### config.mk
export PLATFORM = sky130hd
export DESIGN_NAME = irrigation_countdown_timer
export DESIGN_NICKNAME = d
export VERILOG_FILES = /design/src/rtl/irrigation_countdown_timer.sv
export SDC_FILE = /design/constraint.sdc
export NUM_CORES = 1
export LEC_CHECK = 0
export ABC_AREA = 1
export BUFFER_PORTS_ARGS = -buffer_cell sky130_fd_sc_hd__buf_2
export CORE_MARGIN = 2
export CORE_UTILIZATION = 42
export DETAILED_ROUTE_END_ITERATION = 16
export PLACE_DENSITY = 0.59
export SLEW_MARGIN = 20
export SYNTH_ARGS = -nofsm -noshare
export SYNTH_HDL_FRONTEND = slang
export SYNTH_SLANG_ARGS = --single-unit
### constraint.sdc
create_clock -name clk -period 2.1 [get_ports clk]
set_clock_uncertainty 0.15 [all_clocks]
set_input_delay 0.42 -clock clk [delete_from_list [all_inputs] [get_ports clk]]
set_output_delay 0.42 -clock clk [all_outputs]
set_load 0.1 [all_outputs]
### src/rtl/irrigation_countdown_timer.sv
// irrigation_countdown_timer: BCD MM:SS irrigation countdown with preset reload; optional pause via IRRIGATION_TIMER_PAUSE_EN
module irrigation_countdown_timer #(
  parameter int SPRINKLER_MM = 15,
  parameter int SPRINKLER_SS = 0,
  parameter int DRIPPER_MM   = 30,
  parameter int DRIPPER_SS   = 0,
  parameter int TICK_DIV     = 50000000
) (
  input  logic       clk,
  input  logic       rst_n,
  input  logic       irrigation_on,
  input  logic       forced_reset_n,
  input  logic       conflicting_values,
  input  logic       sprinkler_mode_on,
`ifdef IRRIGATION_TIMER_PAUSE_EN
  input  logic       pause,
`endif
  output logic [1:0] minutes_d,
  output logic [3:0] minutes_u,
  output logic [2:0] seconds_d,
  output logic [3:0] seconds_u,
  output logic       running,
  output logic       expired
);
  localparam int PW = TICK_DIV > 2 ? $clog2(TICK_DIV) : 1;
  localparam logic [1:0] S_MD = 2'(SPRINKLER_MM / 10);
  localparam logic [3:0] S_MU = 4'(SPRINKLER_MM % 10);
  localparam logic [2:0] S_SD = 3'(SPRINKLER_SS / 10);
  localparam logic [3:0] S_SU = 4'(SPRINKLER_SS % 10);
  localparam logic [1:0] D_MD = 2'(DRIPPER_MM / 10);
  localparam logic [3:0] D_MU = 4'(DRIPPER_MM % 10);
  localparam logic [2:0] D_SD = 3'(DRIPPER_SS / 10);
  localparam logic [3:0] D_SU = 4'(DRIPPER_SS % 10);
  typedef enum logic [1:0] {IDLE, RUN, DONE} state_t;
  state_t state, state_nx;
  logic [PW-1:0] presc, presc_nx;
  logic [1:0] md_nx, dec_md;
  logic [3:0] mu_nx, dec_mu, su_nx, dec_su;
  logic [2:0] sd_nx, dec_sd;
  logic mode_q, reload_req, mode_chg, tick, zero, frozen, su0, sd0, mu0;
  assign reload_req = !irrigation_on || !forced_reset_n || conflicting_values;
  assign mode_chg   = sprinkler_mode_on != mode_q;
  assign tick       = presc == PW'(TICK_DIV - 1);
`ifdef IRRIGATION_TIMER_PAUSE_EN
  assign frozen = pause;
`else
  assign frozen = 1'b0;
`endif
  assign su0    = seconds_u == 4'd0;
  assign sd0    = seconds_d == 3'd0;
  assign mu0    = minutes_u == 4'd0;
  assign zero   = su0 && sd0 && mu0 && minutes_d == 2'd0;
  assign dec_su = su0 ? 4'd9 : seconds_u - 4'd1;
  assign dec_sd = su0 ? (sd0 ? 3'd5 : seconds_d - 3'd1) : seconds_d;
  assign dec_mu = (su0 && sd0) ? (mu0 ? 4'd9 : minutes_u - 4'd1) : minutes_u;
  assign dec_md = (su0 && sd0 && mu0) ? minutes_d - 2'd1 : minutes_d;
  assign running = state == RUN;
  assign expired = state == DONE;
  // next state, prescaler and digits: reload > mode change > pause > tick
  always_comb begin
    state_nx = state;
    presc_nx = presc;
    md_nx    = minutes_d;
    mu_nx    = minutes_u;
    sd_nx    = seconds_d;
    su_nx    = seconds_u;
    case (state)
      RUN:     state_nx = reload_req ? IDLE : (!mode_chg && !frozen && tick && zero) ? DONE : RUN;
      default: state_nx = reload_req ? IDLE : RUN;
    endcase
    if (state != RUN || reload_req || mode_chg) begin
      presc_nx = '0;
      md_nx    = sprinkler_mode_on ? S_MD : D_MD;
      mu_nx    = sprinkler_mode_on ? S_MU : D_MU;
      sd_nx    = sprinkler_mode_on ? S_SD : D_SD;
      su_nx    = sprinkler_mode_on ? S_SU : D_SU;
    end else if (!frozen) begin
      presc_nx = tick ? '0 : presc + PW'(1);
      if (tick && !zero) begin
        md_nx = dec_md;
        mu_nx = dec_mu;
        sd_nx = dec_sd;
        su_nx = dec_su;
      end
    end
  end
  // state, prescaler, digit and mode-history registers
  always_ff @(posedge clk or negedge rst_n) begin
    if (!rst_n) begin
      state     <= IDLE;
      presc     <= '0;
      minutes_d <= '0;
      minutes_u <= '0;
      seconds_d <= '0;
      seconds_u <= '0;
      mode_q    <= 1'b0;
    end else begin
      state     <= state_nx;
      presc     <= presc_nx;
      minutes_d <= md_nx;
      minutes_u <= mu_nx;
      seconds_d <= sd_nx;
      seconds_u <= su_nx;
      mode_q    <= sprinkler_mode_on;
    end
  end
endmodule

# Word level (Yosys, flattened, before mapping)
# Cells that the tools add are included.
# totals
regBits	42
n_memories	0
mem_bits_ro	0
ram_bits	0
output_inout_bits	15
inputBits	6
latchBits	0
word_cells	64
# classes
eq_ne	5
bitwise	0
reduce_logical	25
order_cmp	0
addsub	5
mul	0
shifts	0
div	0
mux	22
# ops
operator	n
2-to-1 mux 26 bit	2
2-to-1 mux 4 bit	7
adder 26 x 1 -> 26 bit, second input constant	1
equality test 26 bit, second input constant	1
2-to-1 mux 3 bit	5
2-to-1 mux 2 bit	7
logical NOT 4 bit	2
nonzero test 2 bit	4
subtractor 4 x 1 -> 4 bit, second input constant	2
logical AND 1 bit	6
AND reduction 2 bit	3
logical NOT 1 bit	4
logical OR 1 bit	4
logical NOT 3 bit	1
subtractor 3 x 1 -> 3 bit, second input constant	1
equality test 2 x 1 -> 1 bit, second input constant	1
equality test 2 bit, second input constant	1
logical NOT 2 bit	1
inequality test 2 x 1 -> 1 bit, second input constant	1
subtractor 2 x 1 -> 2 bit, second input constant	1
2-to-1 mux 1 bit	1
inequality test 1 bit	1

# Longest topological paths before layout
# Gate-level depths: netlist of run 1.
# logic_depth
ltp_word	8
ltp_mapped	11
depth_no_buf	11

# Worst setup path after synthesis of run 1
# OpenSTA, ideal clock, no wires.
# synth_path
path_kind	reg-to-reg
from	register minutes_u[0]
to	register seconds_d[0]
setup_time_ps	129
required_time_ps	1821
setup_slack_ps	-224
arrival_ps	2045
stages_incl_launch_ff	11
period_less_slack_ps	2324
path_cell_list	dfrtp_1 inv_1 ha_1 inv_1 nor2_1 nand2_1 nor2_4 nand3_4 nand3_2 nand2_1 o21ai_0
# synth_via
elab_chain_len	7
# synth_lines
element	line	rtl
start: declaration	19	output logic [3:0] minutes_u,
start signal: assignment	101	minutes_u <= mu_nx;
logical NOT 4 bit	51	assign mu0 = minutes_u == 4'd0;
logical AND 1 bit (2 in series)	52	assign zero = su0 && sd0 && mu0 && minutes_d == 2'd0;
logical NOT 1 bit	79	if (tick && !zero) begin
logical AND 1 bit	79	
nonzero test 2 bit (no line)	n/a	
AND reduction 2 bit (no line)	n/a	
end signal: assignment	102	seconds_d <= sd_nx;
end: declaration	20	output logic [2:0] seconds_d,
# Every way passes these cells.
# A chain may end at the register's enable or synchronous reset.

# Final worst setup path of run 1
# layout_path
from	register seconds_u[0]
to	register seconds_d[2]
# layout_via
elab_chain_len	8
# layout_lines
element	line	rtl
start: declaration	21	output logic [3:0] seconds_u,
start signal: assignment	103	seconds_u <= su_nx;
logical NOT 4 bit *	49	assign su0 = seconds_u == 4'd0;
logical AND 1 bit (3 in series)	52	
logical NOT 1 bit	79	
logical AND 1 bit	79	
nonzero test 2 bit (no line)	n/a	
AND reduction 2 bit (no line) *	n/a	
# Every way passes the cells marked *; elsewhere a longest branch is shown, timed or not.

==> results.yml, run 1 <==
timing:
  worstMarginPinSlew_ns: 0.4925
  fin_ws_ns: 0.1529
  clock.fmax_mhz: 513.6
  maxSlewViolCount: 0
  final-hold-violation-count: 0
  post-route-min-period_ns: 1.947
  relSlewSlack_pct: 67.39
  setup_viol: 0
  fin_crit_sh_pct: 92.72
route:
  vias: 2131
  via_per_inst: 4.888
  firstDrtPassIters: 5
  drt_iter0_markers: 70
  wl_um: 5241
  drc: 0
  ant_nets: 0
  wl_per_cell_um: 12.02
placement:
  gp_congestion: 0.7779
  port_buffers: 20
  dp_slack_ns: 0.1258
  dp_cells: 426
  dp_hpwl_um: 3938
job:
  drv_cap: 0
grt:
  grt_pass1_vias: 2061
  grt_pass1_wl_um: 9149
  grt_max_degree: 29
  antenna_found_initial: 0
  grt_remaining_overflow: 0
  grt.total_usage_pct: 17.83
synthesis:
  synth_top_area_share_pct: 42.15
  synthDistinctLibCells: 32
  syn_nets: 341
  ys.warnings.count: 0
  synthCells: 331
  avgSynthCellArea_sq_um: 7.534
  syn_area_sq_mm: 0.002494
  synth.ff_latch_count: 42
  yosysTopAreaCell: "dfrtp_1"
  ys_seq_area_share_pct: 42.15
  synth.area.top_cells: "dfrtp_1, nand2_1, inv_1"
cells_and_area:
  syn2layout_area_growth_pct: 13.80
  fillers: 617
  fin_cells: 436
  antennaDiodeCount: 0
  area.sequential_sq_mm: 0.001056
  finish.utilization_pct: 48.80
  multi_input_area_sq_mm: 0.001235
  final_layout_size_suffix_gt1_share_pct: 18.28
  nets: 370
power_and_ir_drop:
  peakVddDrop_mv: 0.3898
  p_leak_nw: 1.350
  p_per_area_mw_per_mm2: 551.6
critical_path:
  critical_path_buf_inv_count: 2
  end_kind: "register"
  cp_max_fo: 9
  crit_path_max_incr_delay_ns: 0.41
  start_kind: "register"
  critPathArrivalTime_ns: 1.99
  required_ns: 2.15
  cp_cell_sequence: "inv_1, ha_1, nand2_1, nor2_2, nand2_2, nor2_4, nand3_4, nand3_2, nand2_1, nand2_1, inv_1"
  slowest_stage: "dfrtp_2"
  crit_top_cell: "nand2_1"
  criticalPathCategory: "reg2reg"
  cp_top_family: "simple AND/OR/NAND/NOR gates"
cts:
  cts_made_buffers: 5
  cts_buffer_depth: 2
  cts_tree: "yes"
  clock_latency_ns: 0.29
  numClockSinks: 42
  clkTransAtPathRegs_ns: 0.08
  cts_root_buf: "clkbuf_8"
  htreeDepth: 2
floorplanning:
  die_area_sq_mm: 0.006570
  rows: 28
  die_y_um: 81.06
  die_w_um: 81.06
  core_area_sq_mm: 0.005816
  start_util_pct: 42.88
  num_io_pins: 21
run_status:
  outcome: "finished clean"
worst_hold_path:
  hold_path_class: "in2reg"
==> cell usage in the layout, fill, tap and decap left out, types with 7 or more instances in the layout <==
cell type   n
nand4_1    12
nor2_2      7
nor3_1      8
dfrtp_1    38
buf_2      20
o21ai_0    16
nand3_1    23
nor2_1     43
nand2_2     8
inv_1      46
nand2_1    75
==> metrics by stage <==
step	area, sq um	hold slack (ns)	power (W)	setup TNS, ns
global route	2838	0.1363	0.001632	-0.001170
detailed placement	2704	0.2104	0.0009468	0
finish	2838	0.1445	0.001565	0
global placement	2704	0.2097	0.0009458	0
CTS	2820	0.1421	0.001588	0
floorplan	2501	-0.02559	0.0009064	0
==> repair_timing <==
| action | 4_1_cts | 5_1_grt |
|---|---|---|
| hold endpoints to repair | 14 | 0 |
| buffers inserted | 0 | 1 |
| endpoints found under the setup margin | 0 | 6 |
| hold buffers | 1 | 0 |
| resized for setup | 0 | 3 |
==> logic make-up (layout without fill, tap and decap cells) <==
kind of cell / Yosys count / in the layout / synth area share [%]
compound gates: 30 / 30 / 6.423
xor+xnor: 8 / 8 / 2.810
fa+ha+maj: 4 / 4 / 2.007
buf+inv: 54 / 84 / 8.731
flops: 42 / 42 / 42.15
simple gates: 193 / 193 / 37.88
==> final cells by class <==
| class | count | share of cell area (%) |
|---|---|---|
| multi-input combinational | 235 | 43.52 |
| clock inverter | 1 | 1.058 |
| inverter | 51 | 6.834 |
| sequential | 42 | 37.21 |
| clock buffer | 7 | 2.690 |
| tap | 75 | 3.307 |
| timing repair buffer | 25 | 5.379 |
==> worst register-to-register path, cell delays in order (launching register included) <==
cell     delay [ns]
dfrtp_2        0.41
inv_1          0.10
ha_1           0.18
nand2_1        0.09
nor2_2         0.16
nand2_2        0.11
nor2_4         0.18
nand3_4        0.14
nand3_2        0.15
nand2_1        0.06
nand2_1        0.07
inv_1          0.04
==> layer usage <==
layer	share of wire (%)	vias up	track usage (%)
met5	0	-	0
met2	46	29	29.17
met3	2.6	8	3.778
met1	50	979	23.50
li1	-	1115	-
met4	1.4	0	5.932
==> Yosys cell counts <==
| cell | instances |
|---|---|
| o21bai_1 | 1 |
| o21ai_1 | 6 |
| a21oi_1 | 4 |
| nand4_1 | 12 |
| nor3b_2 | 1 |
| nand2_2 | 7 |
| xor2_1 | 6 |
| buf_6 | 1 |
| dfrtp_1 | 42 |
| ha_1 | 4 |
| buf_4 | 2 |
| nor2_2 | 7 |
| a21oi_2 | 1 |
| a211oi_1 | 1 |
| xnor2_1 | 2 |
| inv_1 | 46 |
| inv_2 | 5 |
| nand3_1 | 23 |
| nand3_2 | 1 |
| nor3b_1 | 2 |
| nand3_4 | 2 |
| nor2_1 | 44 |
| or2_0 | 1 |
| nand3b_1 | 2 |
| nand2_4 | 1 |
| nand2_1 | 76 |
| a31oi_1 | 1 |
| nor3_1 | 8 |
| o21ai_0 | 16 |
| and3_1 | 1 |
| nor2_4 | 4 |
| nor2_8 | 1 |
==> final timing paths <==
kind / from / endpoint / slack, ns / cells after the start
max in group asynchronous: rst_n / seconds_u[1]$_DFFE_PN0P_ / 0.89 / 3
worst min-delay path: sprinkler_mode_on / mode_q$_DFF_PN0_ / 0.14 / 1
worst max-delay path: seconds_u[0]$_DFFE_PN0P_ / seconds_d[2]$_DFFE_PN0P_ / 0.15 / 11
worst max register to register: seconds_u[0]$_DFFE_PN0P_ / seconds_d[2]$_DFFE_PN0P_ / 0.15 / 11
worst min register to register: presc[0]$_DFF_PN0_ / presc[0]$_DFF_PN0_ / 0.31 / 1
min in group asynchronous: rst_n / presc[18]$_DFF_PN0_ / 0.42 / 2
==> state kept, by name, summed over array words and instances, names as in the netlist <==
name,count
minutes_d,2
minutes_u,4
mode_q,1
presc,26
seconds_d,3
seconds_u,4
state,2
==> power by group <==
part / internal (W) / switching, W / leakage [nW]
combinational: 0.0000264 / 0.0000861 / 0.731
clock: 0.000356 / 0.000278 / 0.0524
sequential: 0.000814 / 0.00000470 / 0.566
total: 0.00120 / 0.000369 / 1.35
Note: power is estimated with default switching activity, not from simulation.
==> run 2: changes to the inputs <==
--- a/config.mk
+++ b/config.mk
@@ -15,3 +15,4 @@
 export SYNTH_ARGS = -nofsm -noshare
 export SYNTH_HDL_FRONTEND = slang
 export SYNTH_SLANG_ARGS = --single-unit
+export TNS_END_PERCENT = 5
==> constraint.sdc (replaced) <==
create_clock -name clk -period 2.1 [get_ports clk]
set_clock_uncertainty 0.15 [all_clocks]
set_input_delay 0.315 -clock clk [delete_from_list [all_inputs] [get_ports clk]]
set_output_delay 0.315 -clock clk [all_outputs]
set_load 0.1 [all_outputs]
==> results.yml, run 2 (synthesis results as in run 1) <==
run_status:
  outcome: "finished clean"
critical_path:
  critPathArrivalTime_ns: 1.98
  cp_max_fo: 9
  r2r_end: "seconds_d[2]$_DFFE_PN0P_"
  setup.worst_path.start: "seconds_u[0]$_DFFE_PN0P_"
  criticalPathCategory: "reg2reg"
  required_ns: 2.15
  reg2reg_from: "seconds_u[0]$_DFFE_PN0P_"
  end_kind: "register"
  start_kind: "register"
  reg2reg_depth: 11
  rrSetupSlack_ns: 0.16
cells_and_area:
  fillers: 607
  layout_common_cells: "nand2_1, inv_1, nor2_1"
  finish.utilization_pct: 48.73
  antennaDiodeCount: 0
  multi_input_area_sq_mm: 0.001240
  syn2layout_area_growth_pct: 13.65
  largest_reg_flops: 26
  nets: 373
  final_common_cell: "nand2_1"
  final_layout_size_suffix_gt1_share_pct: 19.23
  area.sequential_sq_mm: 0.001056
  reg_top3: "presc (26), minutes_u (4), seconds_u (4)"
  regMostFlops: "presc"
  final_area_sq_mm: 0.002834
cts:
  htreeDepth: 2
  cts_buffer_depth: 2
  cts_tree: "yes"
  clock_latency_ns: 0.29
  clkTransAtPathRegs_ns: 0.08
  cts_made_buffers: 5
  cts_root_buf: "clkbuf_8"
  numClockSinks: 42
route:
  via_per_inst: 4.763
  firstDrtPassIters: 4
  drt_iter0_markers: 68
  ant_nets: 0
  wl_per_cell_um: 11.70
  vias: 2091
  drc: 0
  wl_um: 5137
timing:
  worstMarginPinSlew_ns: 0.4886
  fin_crit_sh_pct: 92.24
  setup_viol: 0
  final-hold-violation-count: 0
  maxSlewViolCount: 0
  post-route-min-period_ns: 1.937
  grt_setup_unrepaired: "false"
  clock.fmax_mhz: 516.2
  relSlewSlack_pct: 67.65
power_and_ir_drop:
  peakVddDrop_mv: 0.2431
  p_int_w: 0.001107
  p_leak_nw: 1.354
  p_per_area_mw_per_mm2: 519.2
  p_sw_w: 0.0003646
  clkPwrFrac_pct: 36.9
  swShare_pct: 24.78
  power_frac_comb_pct: 7.4
  p_seq_share_pct: 55.6
grt:
  grt_pass1_vias: 1996
  grt_remaining_overflow: 0
  grt_max_degree: 20
  grt.total_usage_pct: 17.42
  grt_pass1_wl_um: 8990
  antenna_found_initial: 0
worst_hold_path:
  hold_path_class: "in2reg"
  holdPathStages: 1
  min_to: "mode_q$_DFF_PN0_"
  min_from: "sprinkler_mode_on"
floorplanning:
  start_util_pct: 42.88
  rows: 28
  core_area_sq_mm: 0.005816
  die_y_um: 81.06
  num_io_pins: 21
  die_area_sq_mm: 0.006570
  die_w_um: 81.06
placement:
  dpl_cell_area_sq_mm: 0.002704
  port_buffers: 20
  dp_hpwl_um: 4040
  gp_congestion: 0.8552
job:
  drv_cap: 0
## run 2: worst max-delay path by stage
stage	slack, ns	depth (start not counted)	end
after floorplan	-0.04	2	expired
after global placement	0.21	11	seconds_d[2]$_DFFE_PN0P_
after detailed placement	0.19	11	seconds_d[2]$_DFFE_PN0P_
after CTS	0.18	11	seconds_d[2]$_DFFE_PN0P_
after global routing	0.004	10	minutes_u[2]$_DFFE_PN0P_
final	0.16	11	seconds_d[2]$_DFFE_PN0P_
## run 2: cell type report
class	instances	area share [%]
Clock buffer	8	3.179
Sequential cell	42	37.26
Inverter	51	6.755
Tap cell	75	3.311
Multi-Input combinational cell	235	43.75
Timing Repair Buffer	28	5.740
## run 2: through the flow
step	hold WS [ns]	TNS, ns	power [W]	worst slack (ns)	cells
final	0.06525	0	0.001471	0.1629	439
after global routing	0.04742	0	0.001544	0.004405	439
after CTS	0.05284	0	0.001490	0.1823	437
after detailed placement	0.1418	0	0.0009451	0.1920	428
after global placement	0.1397	0	0.0009439	0.2124	428
after floorplan	-0.1306	-0.03524	0.0009062	-0.03524	331
## run 2: power groups by stage
stage	clock (W)	sequential, W	combinational [W]
detailed placement	0	0.000835	0.000110
CTS	0.000559	0.000819	0.000112
global placement	0	0.000835	0.000109
global route	0.000603	0.000820	0.000121
finish	0.000544	0.000819	0.000109
floorplan	0	0.000865	0.0000411
## run 2: worst max-delay path, stage by stage (launching register included)
cell and delay [ns]:
dfrtp_2 0.41, inv_1 0.09, ha_2 0.19, nand2_1 0.08, nor2_2 0.17, nand2_2 0.11, nor2_4 0.19, nand3_4 0.15
nand3_2 0.14, nand2_1 0.06, nand2_1 0.05, inv_1 0.04
## run 2: metal layers
| layer | global-route usage, % | share of wire [%] |
|---|---|---|
| met1 | 23.69 | 50 |
| met2 | 28.76 | 47 |
| met3 | 3.333 | 2.2 |
| met4 | 4.068 | 0.84 |
| met5 | 0 | 0 |
## run 2: repair_timing
action | 4_1_cts | 5_1_grt
hold endpoints to repair | 17 | 0
setup endpoints to repair | 0 | 1
gates resized for setup | 0 | 4
hold buffers | 1 | 0
setup buffers | 0 | 2
